**config.mk**
```make
export PLATFORM = sky130hd
export DESIGN_NAME = fetch_unit
export DESIGN_NICKNAME = d
export VERILOG_FILES = /design/src/rtl/arm_pipe_pkg.sv /design/src/rtl/fetch_skid_buf.sv /design/src/rtl/fetch_unit.sv
export SDC_FILE = /design/constraint.sdc
export NUM_CORES = 1
export LEC_CHECK = 0
export ABC_CLOCK_PERIOD_IN_PS = 10600
export BUFFER_PORTS_ARGS = -buffer_cell sky130_fd_sc_hd__buf_2
export CAP_MARGIN = 20
export CORE_ASPECT_RATIO = 0.5
export CORE_MARGIN = 10
export CORE_UTILIZATION = 25
export CTS_BUF_LIST = sky130_fd_sc_hd__clkbuf_16
export CTS_CLUSTER_DIAMETER = 120
export CTS_CLUSTER_SIZE = 30
export DETAILED_ROUTE_END_ITERATION = 6
export PLACE_DENSITY = 0.53
export SLEW_MARGIN = 15
export SYNTH_ARGS = -nofsm -noshare
export SYNTH_HDL_FRONTEND = slang
export SYNTH_SLANG_ARGS = --single-unit
```
**constraint.sdc**
```tcl
create_clock -name clk -period 10.6 [get_ports clk]
set_input_delay 2.12 -clock clk [delete_from_list [all_inputs] [get_ports clk]]
set_output_delay 2.12 -clock clk [all_outputs]
set_load 0.005 [all_outputs]
```
**src/rtl/arm_pipe_pkg.sv**
```systemverilog
// rtl/arm_pipe_pkg.sv - shared constants and types for the ARM fetch pipeline
package arm_pipe_pkg;
    localparam int WORD_W         = 32;
    localparam int PC_INCR        = 4;
    localparam int PC_READ_OFFSET = 8;
    localparam logic [WORD_W-1:0] ARM_NOP = 32'hE1A0_0000;

    typedef enum logic [1:0] {
        BOOT = 2'd0,
        REQ  = 2'd1,
        HOLD = 2'd2
    } fetch_state_t;
endpackage

```
**src/rtl/fetch_skid_buf.sv**
```systemverilog
// rtl/fetch_skid_buf.sv - one-entry {instr, pc} holding register for decode stalls
module fetch_skid_buf
    import arm_pipe_pkg::*;
#(
    parameter int ADDR_W = 32,
    parameter int DATA_W = 32
) (
    input  logic              clk,
    input  logic              rst,
    input  logic              load,
    input  logic              flush,
    input  logic [DATA_W-1:0] in_instr,
    input  logic [ADDR_W-1:0] in_pc,
    output logic              valid,
    output logic [DATA_W-1:0] instr,
    output logic [ADDR_W-1:0] pc
);
    logic              valid_q, valid_d;
    logic [DATA_W-1:0] instr_q, instr_d;
    logic [ADDR_W-1:0] pc_q, pc_d;

    // Flush wins over load so a redirect always leaves the buffer empty.
    always_comb begin
        valid_d = valid_q;
        instr_d = instr_q;
        pc_d    = pc_q;
        if (flush) begin
            valid_d = 1'b0;
        end else if (load) begin
            valid_d = 1'b1;
            instr_d = in_instr;
            pc_d    = in_pc;
        end
    end

    always_ff @(posedge clk or posedge rst) begin
        if (rst) begin
            valid_q <= 1'b0;
            instr_q <= DATA_W'(ARM_NOP);
            pc_q    <= '0;
        end else begin
            valid_q <= valid_d;
            instr_q <= instr_d;
            pc_q    <= pc_d;
        end
    end

    assign valid = valid_q;
    assign instr = instr_q;
    assign pc    = pc_q;
endmodule

```
**src/rtl/fetch_unit.sv**
```systemverilog
// rtl/fetch_unit.sv - instruction fetch stage driving the PC and the IF/ID register
module fetch_unit
    import arm_pipe_pkg::*;
#(
    parameter int          ADDR_W   = 32,
    parameter int          DATA_W   = 32,
    parameter logic [31:0] RESET_PC = 32'h0000_0000
) (
    input  logic              clk,
    input  logic              rst,
    input  logic [ADDR_W-1:0] pc,
    output logic [ADDR_W-1:0] pc_update,
    output logic              pc_write,
    output logic              imem_req,
    output logic [ADDR_W-1:0] imem_addr,
    input  logic              imem_ack,
    input  logic [DATA_W-1:0] imem_rdata,
    input  logic              stall,
    input  logic              branch_taken,
    input  logic [ADDR_W-1:0] branch_target,
    output logic [DATA_W-1:0] if_instr,
    output logic [ADDR_W-1:0] if_pc,
    output logic [ADDR_W-1:0] if_pc_plus8,
    output logic              if_valid
);
    fetch_state_t      state_q, state_d;
    logic [DATA_W-1:0] if_instr_q, if_instr_d;
    logic [ADDR_W-1:0] if_pc_q, if_pc_d;
    logic [ADDR_W-1:0] if_pc_plus8_q, if_pc_plus8_d;
    logic              if_valid_q, if_valid_d;

    logic              skid_load, skid_flush, skid_valid;
    logic [DATA_W-1:0] skid_instr;
    logic [ADDR_W-1:0] skid_pc;
    logic              accept;

    assign accept = !if_valid_q || !stall;

    fetch_skid_buf #(.ADDR_W(ADDR_W), .DATA_W(DATA_W)) u_skid (
        .clk      (clk),
        .rst      (rst),
        .load     (skid_load),
        .flush    (skid_flush),
        .in_instr (imem_rdata),
        .in_pc    (pc),
        .valid    (skid_valid),
        .instr    (skid_instr),
        .pc       (skid_pc)
    );

    // PC write-back and memory request are combinational so register_file commits on this edge.
    always_comb begin
        pc_write  = 1'b0;
        pc_update = '0;
        imem_req  = 1'b0;
        imem_addr = '0;
        if (!rst) begin
            if (state_q == BOOT) begin
                pc_write  = 1'b1;
                pc_update = ADDR_W'(RESET_PC);
            end else if (branch_taken) begin
                pc_write  = 1'b1;
                pc_update = branch_target;
            end else if (state_q == REQ && imem_ack) begin
                pc_write  = 1'b1;
                pc_update = pc + ADDR_W'(PC_INCR);
            end
            if (state_q == REQ) begin
                imem_req  = 1'b1;
                imem_addr = pc;
            end
        end
    end

    always_comb begin
        state_d       = state_q;
        if_instr_d    = if_instr_q;
        if_pc_d       = if_pc_q;
        if_pc_plus8_d = if_pc_plus8_q;
        if_valid_d    = if_valid_q;
        skid_load     = 1'b0;
        skid_flush    = 1'b0;
        if (state_q != BOOT && branch_taken) begin
            state_d    = REQ;
            skid_flush = 1'b1;
            if_valid_d = 1'b0;
            if_instr_d = DATA_W'(ARM_NOP);
        end else begin
            case (state_q)
                BOOT: state_d = REQ;
                REQ: begin
                    if (imem_ack && accept) begin
                        if_instr_d    = imem_rdata;
                        if_pc_d       = pc;
                        if_pc_plus8_d = pc + ADDR_W'(PC_READ_OFFSET);
                        if_valid_d    = 1'b1;
                    end else if (imem_ack) begin
                        skid_load = 1'b1;
                        state_d   = HOLD;
                    end else if (accept) begin
                        if_valid_d = 1'b0;
                    end
                end
                HOLD: begin
                    if (!stall && skid_valid) begin
                        if_instr_d    = skid_instr;
                        if_pc_d       = skid_pc;
                        if_pc_plus8_d = skid_pc + ADDR_W'(PC_READ_OFFSET);
                        if_valid_d    = 1'b1;
                        skid_flush    = 1'b1;
                        state_d       = REQ;
                    end
                end
                default: state_d = BOOT;
            endcase
        end
    end

    always_ff @(posedge clk or posedge rst) begin
        if (rst) begin
            state_q       <= BOOT;
            if_instr_q    <= DATA_W'(ARM_NOP);
            if_pc_q       <= '0;
            if_pc_plus8_q <= '0;
            if_valid_q    <= 1'b0;
        end else begin
            state_q       <= state_d;
            if_instr_q    <= if_instr_d;
            if_pc_q       <= if_pc_d;
            if_pc_plus8_q <= if_pc_plus8_d;
            if_valid_q    <= if_valid_d;
        end
    end

    assign if_instr    = if_instr_q;
    assign if_pc       = if_pc_q;
    assign if_pc_plus8 = if_pc_plus8_q;
    assign if_valid    = if_valid_q;
endmodule

```
==> results of run 1 <==
==> flip-flops by register name (all words and copies together) (netlist names) <==
name and cells:
u_skid.pc 32, state_q 2, if_valid 1, if_pc 32, u_skid.instr 32, if_instr 32
u_skid.valid 1, if_pc_plus8 29
==> worst max path at each step <==
stage,start,end,slack [ns],cells after the start
CTS,rst,pc_update[24],3.31,7
detailed placement,rst,pc_update[24],3.33,7
global route,rst,pc_update[24],3.85,5
finish,rst,pc_update[24],4.15,5
global placement,rst,pc_update[24],3.53,7
floorplan,rst,pc_update[23],1.26,6
==> Yosys cell counts, types with 2 or more instances <==
library cell / number / area (sq um)
nor2b_1: 3 / 18.8
nand4_1: 9 / 56.3
mux2_2: 71 / 800
a22oi_1: 14 / 105
and3_1: 15 / 93.8
inv_1: 6 / 22.5
a31oi_1: 7 / 43.8
xor2_1: 28 / 245
buf_1: 5 / 18.8
nand2_1: 180 / 676
nand3_1: 21 / 105
ha_1: 2 / 25.0
o21ai_1: 15 / 75.1
mux2i_1: 53 / 531
o31ai_1: 29 / 218
nor2_1: 53 / 199
a21o_1: 3 / 22.5
clkbuf_1: 38 / 143
o21ai_0: 51 / 255
mux2i_4: 2 / 45.0
o21a_1: 2 / 15.0
a21oi_1: 10 / 50.1
nor4_4: 3 / 63.8
and4_1: 3 / 26.3
buf_6: 4 / 45.0
dfrtp_1: 149 / 3730
dfstp_2: 12 / 315
nand2b_1: 3 / 18.8
nor4_2: 2 / 25.0
mux2i_2: 3 / 41.3
xnor2_1: 19 / 166
nor3_1: 9 / 45.0
buf_4: 5 / 37.5
and2_1: 39 / 244
buf_2: 17 / 85.1
a211oi_1: 6 / 45.0
nor3b_1: 2 / 15.0
nor4_1: 2 / 12.5
==> cells by family (layout without fill, tap and decap cells) <==
| group | after synthesis | after routing | share of synthesized area [%] |
|---|---|---|---|
| multiplexers | 129 | 129 | 16.0 |
| adder cells (fa/ha/maj) | 2 | 2 | 0.283 |
| other | 0 | 1 | 0 |
| flip-flops | 161 | 161 | 45.7 |
| XOR/XNOR | 47 | 47 | 4.65 |
| buffers and inverters | 75 | 310 | 3.97 |
| AND/OR/NAND/NOR | 351 | 351 | 18.9 |
| AO/OA/AOI/OAI | 146 | 146 | 10.5 |
==> worst register-to-register path, cell delays in order (launching register included) <==
cell	delay, ns
dfrtp_1	0.58
nand2b_4	0.39
buf_4	0.78
mux2i_1	0.51
o211ai_1	0.31
nor4_4	0.42
mux2i_1	0.14
a21o_1	0.16
==> layer usage <==
metal | vias up | wire length, um | track usage (%)
met4 | 0 | 924 | 5.79
met5 | - | 0 | 0
met1 | 3716 | 11800 | 14.2
met2 | 108 | 16000 | 24.8
li1 | 3596 | - | -
met3 | 43 | 590 | 2.23
==> stage by stage <==
stage / total power [mW] / worst slack [ns]
after floorplan: 1.07 / 1.26
after global placement: 1.25 / 3.53
after detailed placement: 1.27 / 3.33
after CTS: 1.90 / 3.31
after global routing: 1.98 / 3.85
final: 1.87 / 4.15
==> final cells by class <==
class / instances / area share [%]
antenna: 1 / 0.0225
clock buffer: 17 / 3.82
clock inverter: 15 / 1.42
inverter: 6 / 0.247
multi-input combinational: 675 / 40.3
sequential: 161 / 36.3
tap: 475 / 5.34
timing repair buffer: 272 / 12.5
==> where the power goes <==
part	switching, mW	total [mW]	internal, mW	leakage (nW)
Clock	0.277	0.626	0.349	0.282
Sequential	0.0943	0.860	0.766	1.97
Combinational	0.196	0.384	0.188	3.16
==> flow_metrics.env, run 1 <==
export IMPL_status="finished clean"
export IMPL_post_place_cells=1588
export IMPL_hold_start="if_instr[2]"
export IMPL_whs_path_depth=2
export IMPL_die_x_um=286
export IMPL_r2r_slack_ns=7.20
export IMPL_final_cell_mix="263 x buf_2, 180 x nand2_1, 149 x dfrtp_1"
export IMPL_start_util_pct=25.5
export IMPL_grt_start_max_net_pins=99
export IMPL_die_h_um=153
export IMPL_critPathLaunchType="primary input"
export IMPL_rows=48
export IMPL_power_density_nw_per_um2=168
export IMPL_finalHoldViolCount=0
export IMPL_path_cells="buf_2, inv_6, nand4_1, o21ai_0, buf_2"
export IMPL_synth_seq_area_share_pct=45.7
export IMPL_fin_crit_sh_pct=60.8
export IMPL_syn2layout_area_growth_pct=25.8
export IMPL_cts_root_buf="clkbuf_16"
export IMPL_clk_pin_slew_ns=0.06
export IMPL_netlist_instances=911
export IMPL_drc=0
export IMPL_crit_top_cell="buf_2"
export IMPL_fillers=3669
export IMPL_cts_num_sinks=161
export IMPL_io_pins=264
export IMPL_critPathKind="primary input to output port"
export IMPL_reg2regPathDepth=7
export IMPL_synth_edf_count=0
export IMPL_hold_path_class="flop to flop"
export IMPL_cts_tree="done"
export IMPL_avgViaCountPerCell=4.60
export IMPL_worst_pin_slew_ns=0.920
export IMPL_h_tree_depth=4
export IMPL_syn_cell_area_sq_um=8850
export IMPL_setup_viol=0
export IMPL_layout_min_cycle_time_ns=6.45
export IMPL_cts_resized=0
export IMPL_place_port_buffers=263
export IMPL_core_area_sq_um=34700
export IMPL_cpLargestDelayFamily="buffers and inverters"
export IMPL_multiInputGateArea_sq_um=4490
export IMPL_syn_avg_cell_area_sq_um=9.72
export IMPL_cpMaxStageDelayCell="nand4_1"
export IMPL_cp_max_fo=98
export IMPL_worstPathArrival_ns=4.33
export IMPL_wl_mm=29.3
export IMPL_end_kind="output port"
export IMPL_antenna_found_initial=1
export IMPL_gp_congestion=0.843
export IMPL_crit_required_ns=8.48
export IMPL_dr_first_iter_drc_count=523
export IMPL_ys_ff_latch=161
export IMPL_ff_latch_area_sq_um=4040
export IMPL_post_route_util_pct=32.1
export IMPL_yosys_warnings=0
export IMPL_reg2reg_to="if_pc_plus8[28]"
export IMPL_synth_ff_type="dfrtp_1"
export IMPL_layout_commonest_cell="buf_2"
export IMPL_fin_nets=1236
export IMPL_fin_setup_tns_ns=0
export IMPL_grt_usage_pct=13.2
export IMPL_drive_gt1_share_pct=36.0
export IMPL_clkLatencyLatePin_ns=0.44
export IMPL_fmax_mhz=155
export IMPL_fin_worst_skew_ns=0.0132
export IMPL_cts_setup_buffers=0
export IMPL_max_cap_violations=0
export IMPL_grt_pass1_wl_mm=45.5
export IMPL_grt_pass1_vias=7833
export IMPL_hold_end="if_instr[2]"
export IMPL_irDropWorstVdd_uv=95.3
export IMPL_drv_slew=0
export IMPL_cts_buffer_depth=2
export IMPL_cts_hold_fix_buffers=0
export IMPL_overflow=0
export IMPL_maxSlewHeadroom_pct=38.7
export IMPL_r2r_start="state_q[0]"
export IMPL_synth_cell_types=54
export IMPL_fin_area_sq_um=11100
export IMPL_ant_nets=0
export IMPL_hold_worst_slack_ns=0.473
export IMPL_hpwlAfterDp_mm=21.9
export IMPL_drtPass1Iterations=5
export IMPL_synth_nets=1014
export IMPL_rsz0062_at_grt="no"
export IMPL_dpl_cell_area_sq_um=10500
export IMPL_stdcell_count=1622
export IMPL_vias=7463
export IMPL_power_leakage_nw=5.42
export IMPL_cp_slowest_stage_delay_ns=0.79
export IMPL_cts_buffers=17
export IMPL_routedWlPerCell_um=18.1
export IMPL_die_area_sq_um=43800
export IMPL_path_buf_inv=3
export IMPL_synth_async_sr_flop_share_pct=100
Note: power is estimated with default switching activity, not from simulation.
==> run 2: changes to the inputs <==
--- a/config.mk
+++ b/config.mk
@@ -5,7 +5,7 @@
 export SDC_FILE = /design/constraint.sdc
 export NUM_CORES = 1
 export LEC_CHECK = 0
-export ABC_CLOCK_PERIOD_IN_PS = 10600
+export ABC_CLOCK_PERIOD_IN_PS = 5400
 export BUFFER_PORTS_ARGS = -buffer_cell sky130_fd_sc_hd__buf_2
 export CAP_MARGIN = 20
 export CORE_ASPECT_RATIO = 0.5
@@ -15,7 +15,7 @@
 export CTS_CLUSTER_DIAMETER = 120
 export CTS_CLUSTER_SIZE = 30
 export DETAILED_ROUTE_END_ITERATION = 6
-export PLACE_DENSITY = 0.53
+export PLACE_DENSITY = 0.54
 export SLEW_MARGIN = 15
 export SYNTH_ARGS = -nofsm -noshare
 export SYNTH_HDL_FRONTEND = slang
==> constraint.sdc (replaced) <==
create_clock -name clk -period 5.4 [get_ports clk]
set_input_delay 1.08 -clock clk [delete_from_list [all_inputs] [get_ports clk]]
set_output_delay 1.08 -clock clk [all_outputs]
set_load 0.005 [all_outputs]
==> flow_metrics.env, run 2 (same netlist as run 1, synthesis figures left out) <==
export IMPL_status="finished clean"
export IMPL_layout_min_cycle_time_ns=3.99
export IMPL_rsz0062_at_grt="no"
export IMPL_cts_buffer_depth=2
export IMPL_grt_pass1_wl_mm=45.9
export IMPL_fin_setup_tns_ns=0
export IMPL_drtPass1Iterations=5
export IMPL_cpMaxStageDelayCell="nand4_1"
export IMPL_cts_tree="done"
export IMPL_final_cell_mix="263 x buf_2, 180 x nand2_1, 149 x dfrtp_1"
export IMPL_worst_pin_slew_ns=1.08
export IMPL_end_kind="output port"
export IMPL_hold_path_class="flop to flop"
export IMPL_stdcell_count=1621
export IMPL_grt_usage_pct=13.3
export IMPL_die_h_um=153
export IMPL_cts_setup_buffers=0
export IMPL_ant_nets=0
export IMPL_clk_pin_slew_ns=0.06
export IMPL_cts_resized=0
export IMPL_start_util_pct=25.5
export IMPL_fin_crit_sh_pct=73.9
export IMPL_hpwlAfterDp_mm=21.8
export IMPL_cts_num_sinks=161
export IMPL_die_x_um=286
export IMPL_irDropWorstVdd_uv=185
export IMPL_drv_slew=0
export IMPL_cp_max_fo=24
export IMPL_core_area_sq_um=34700
export IMPL_rows=48
export IMPL_crit_top_cell="buf_2"
export IMPL_grt_start_max_net_pins=102
export IMPL_drive_gt1_share_pct=36.0
export IMPL_worstPathArrival_ns=2.91
export IMPL_power_density_nw_per_um2=325
export IMPL_gp_congestion=0.863
export IMPL_dr_first_iter_drc_count=495
export IMPL_cp_slowest_stage_delay_ns=0.69
export IMPL_grt_pass1_vias=7763
export IMPL_antenna_found_initial=0
export IMPL_fin_worst_skew_ns=0.00998
export IMPL_cts_buffers=17
export IMPL_io_pins=264
export IMPL_crit_required_ns=4.32
export IMPL_antenna_cells=0
export IMPL_post_route_util_pct=32.1
export IMPL_die_area_sq_um=43800
export IMPL_layout_commonest_cell="buf_2"
export IMPL_ff_latch_area_sq_um=4040
export IMPL_setup_viol=0
export IMPL_syn2layout_area_growth_pct=25.7
export IMPL_critPathLaunchType="primary input"
export IMPL_place_port_buffers=263
export IMPL_avgViaCountPerCell=4.60
export IMPL_max_cap_violations=0
export IMPL_maxSlewHeadroom_pct=27.6
export IMPL_post_place_cells=1587
export IMPL_wl_mm=29.4
export IMPL_fin_nets=1236
export IMPL_fmax_mhz=251
export IMPL_path_cells="buf_2, inv_1, nand4_1, o21ai_0, buf_2"
export IMPL_routedWlPerCell_um=18.1
export IMPL_cts_hold_fix_buffers=0
export IMPL_power_leakage_nw=5.40
export IMPL_drc=0
export IMPL_fillers=3679
export IMPL_clkLatencyLatePin_ns=0.44
export IMPL_cts_root_buf="clkbuf_16"
export IMPL_vias=7460
export IMPL_multiInputGateArea_sq_um=4490
export IMPL_finalHoldViolCount=0
export IMPL_h_tree_depth=4
export IMPL_critPathKind="primary input to output port"
export IMPL_overflow=0
-- run 2: cell types whose count changed in the layout (fill, tap and decap cells not counted), sizes merged --
cell	delta
bufinv	-1
clkinv	+1
clkinvlp	+2
diode	-1
inv	-2
-- run 2: layout make-up --
class	count	area share [%]
Clock buffer	17	3.82
Clock inverter	15	1.20
Inverter	6	0.236
Multi-Input combinational cell	675	40.3
Sequential cell	161	36.3
Tap cell	475	5.34
Timing Repair Buffer	272	12.8
-- run 2: where the power goes --
group | internal [mW] | switching (mW)
clock network | 0.639 | 0.536
registers | 1.50 | 0.185
logic | 0.369 | 0.390
total | 2.51 | 1.11
-- run 2: routing by layer --
metal  wire length [um]  global-route usage [%]
met1              11700                    14.8
met2              16200                    24.9
met3                868                    2.46
met4                644                    4.27
met5                  0                       0
-- run 2: metrics by stage --
stage / hold slack (ns) / area [sq um] / total power [mW] / setup slack (ns)
3_5_place_dp: 0.460 / 10500 / 2.48 / 1.38
4_1_cts: 0.476 / 11100 / 3.67 / 1.39
6_report: 0.471 / 11100 / 3.62 / 1.41
5_1_grt: 0.491 / 11100 / 3.84 / 1.20
3_3_place_gp: 0.457 / 10500 / 2.45 / 1.45
2_1_floorplan: 0.469 / 8870 / 2.10 / -0.325
-- run 2: path summary, 6_finish.rpt --
check                      slack (ns)    startpoint               end  cells after the start
max in group asynchronous        3.22           rst  u_skid.instr[16]                      5
min                              0.47  if_instr[17]      if_instr[17]                      2
max reg2reg                      2.00    state_q[0]   if_pc_plus8[21]                      7
max                              1.41  branch_taken     pc_update[13]                      5
min in group asynchronous        0.94           rst      u_skid.pc[2]                      3
min reg2reg                      0.47  if_instr[17]      if_instr[17]                      2
-- run 2: critical path: cells and delay by family --
| kind | cells | cell delay [ns] |
|---|---|---|
| buffers and inverters | 3 | 0.63 |
| AOI/OAI and AO/OA | 1 | 0.50 |
| and+or+nand+nor | 1 | 0.69 |
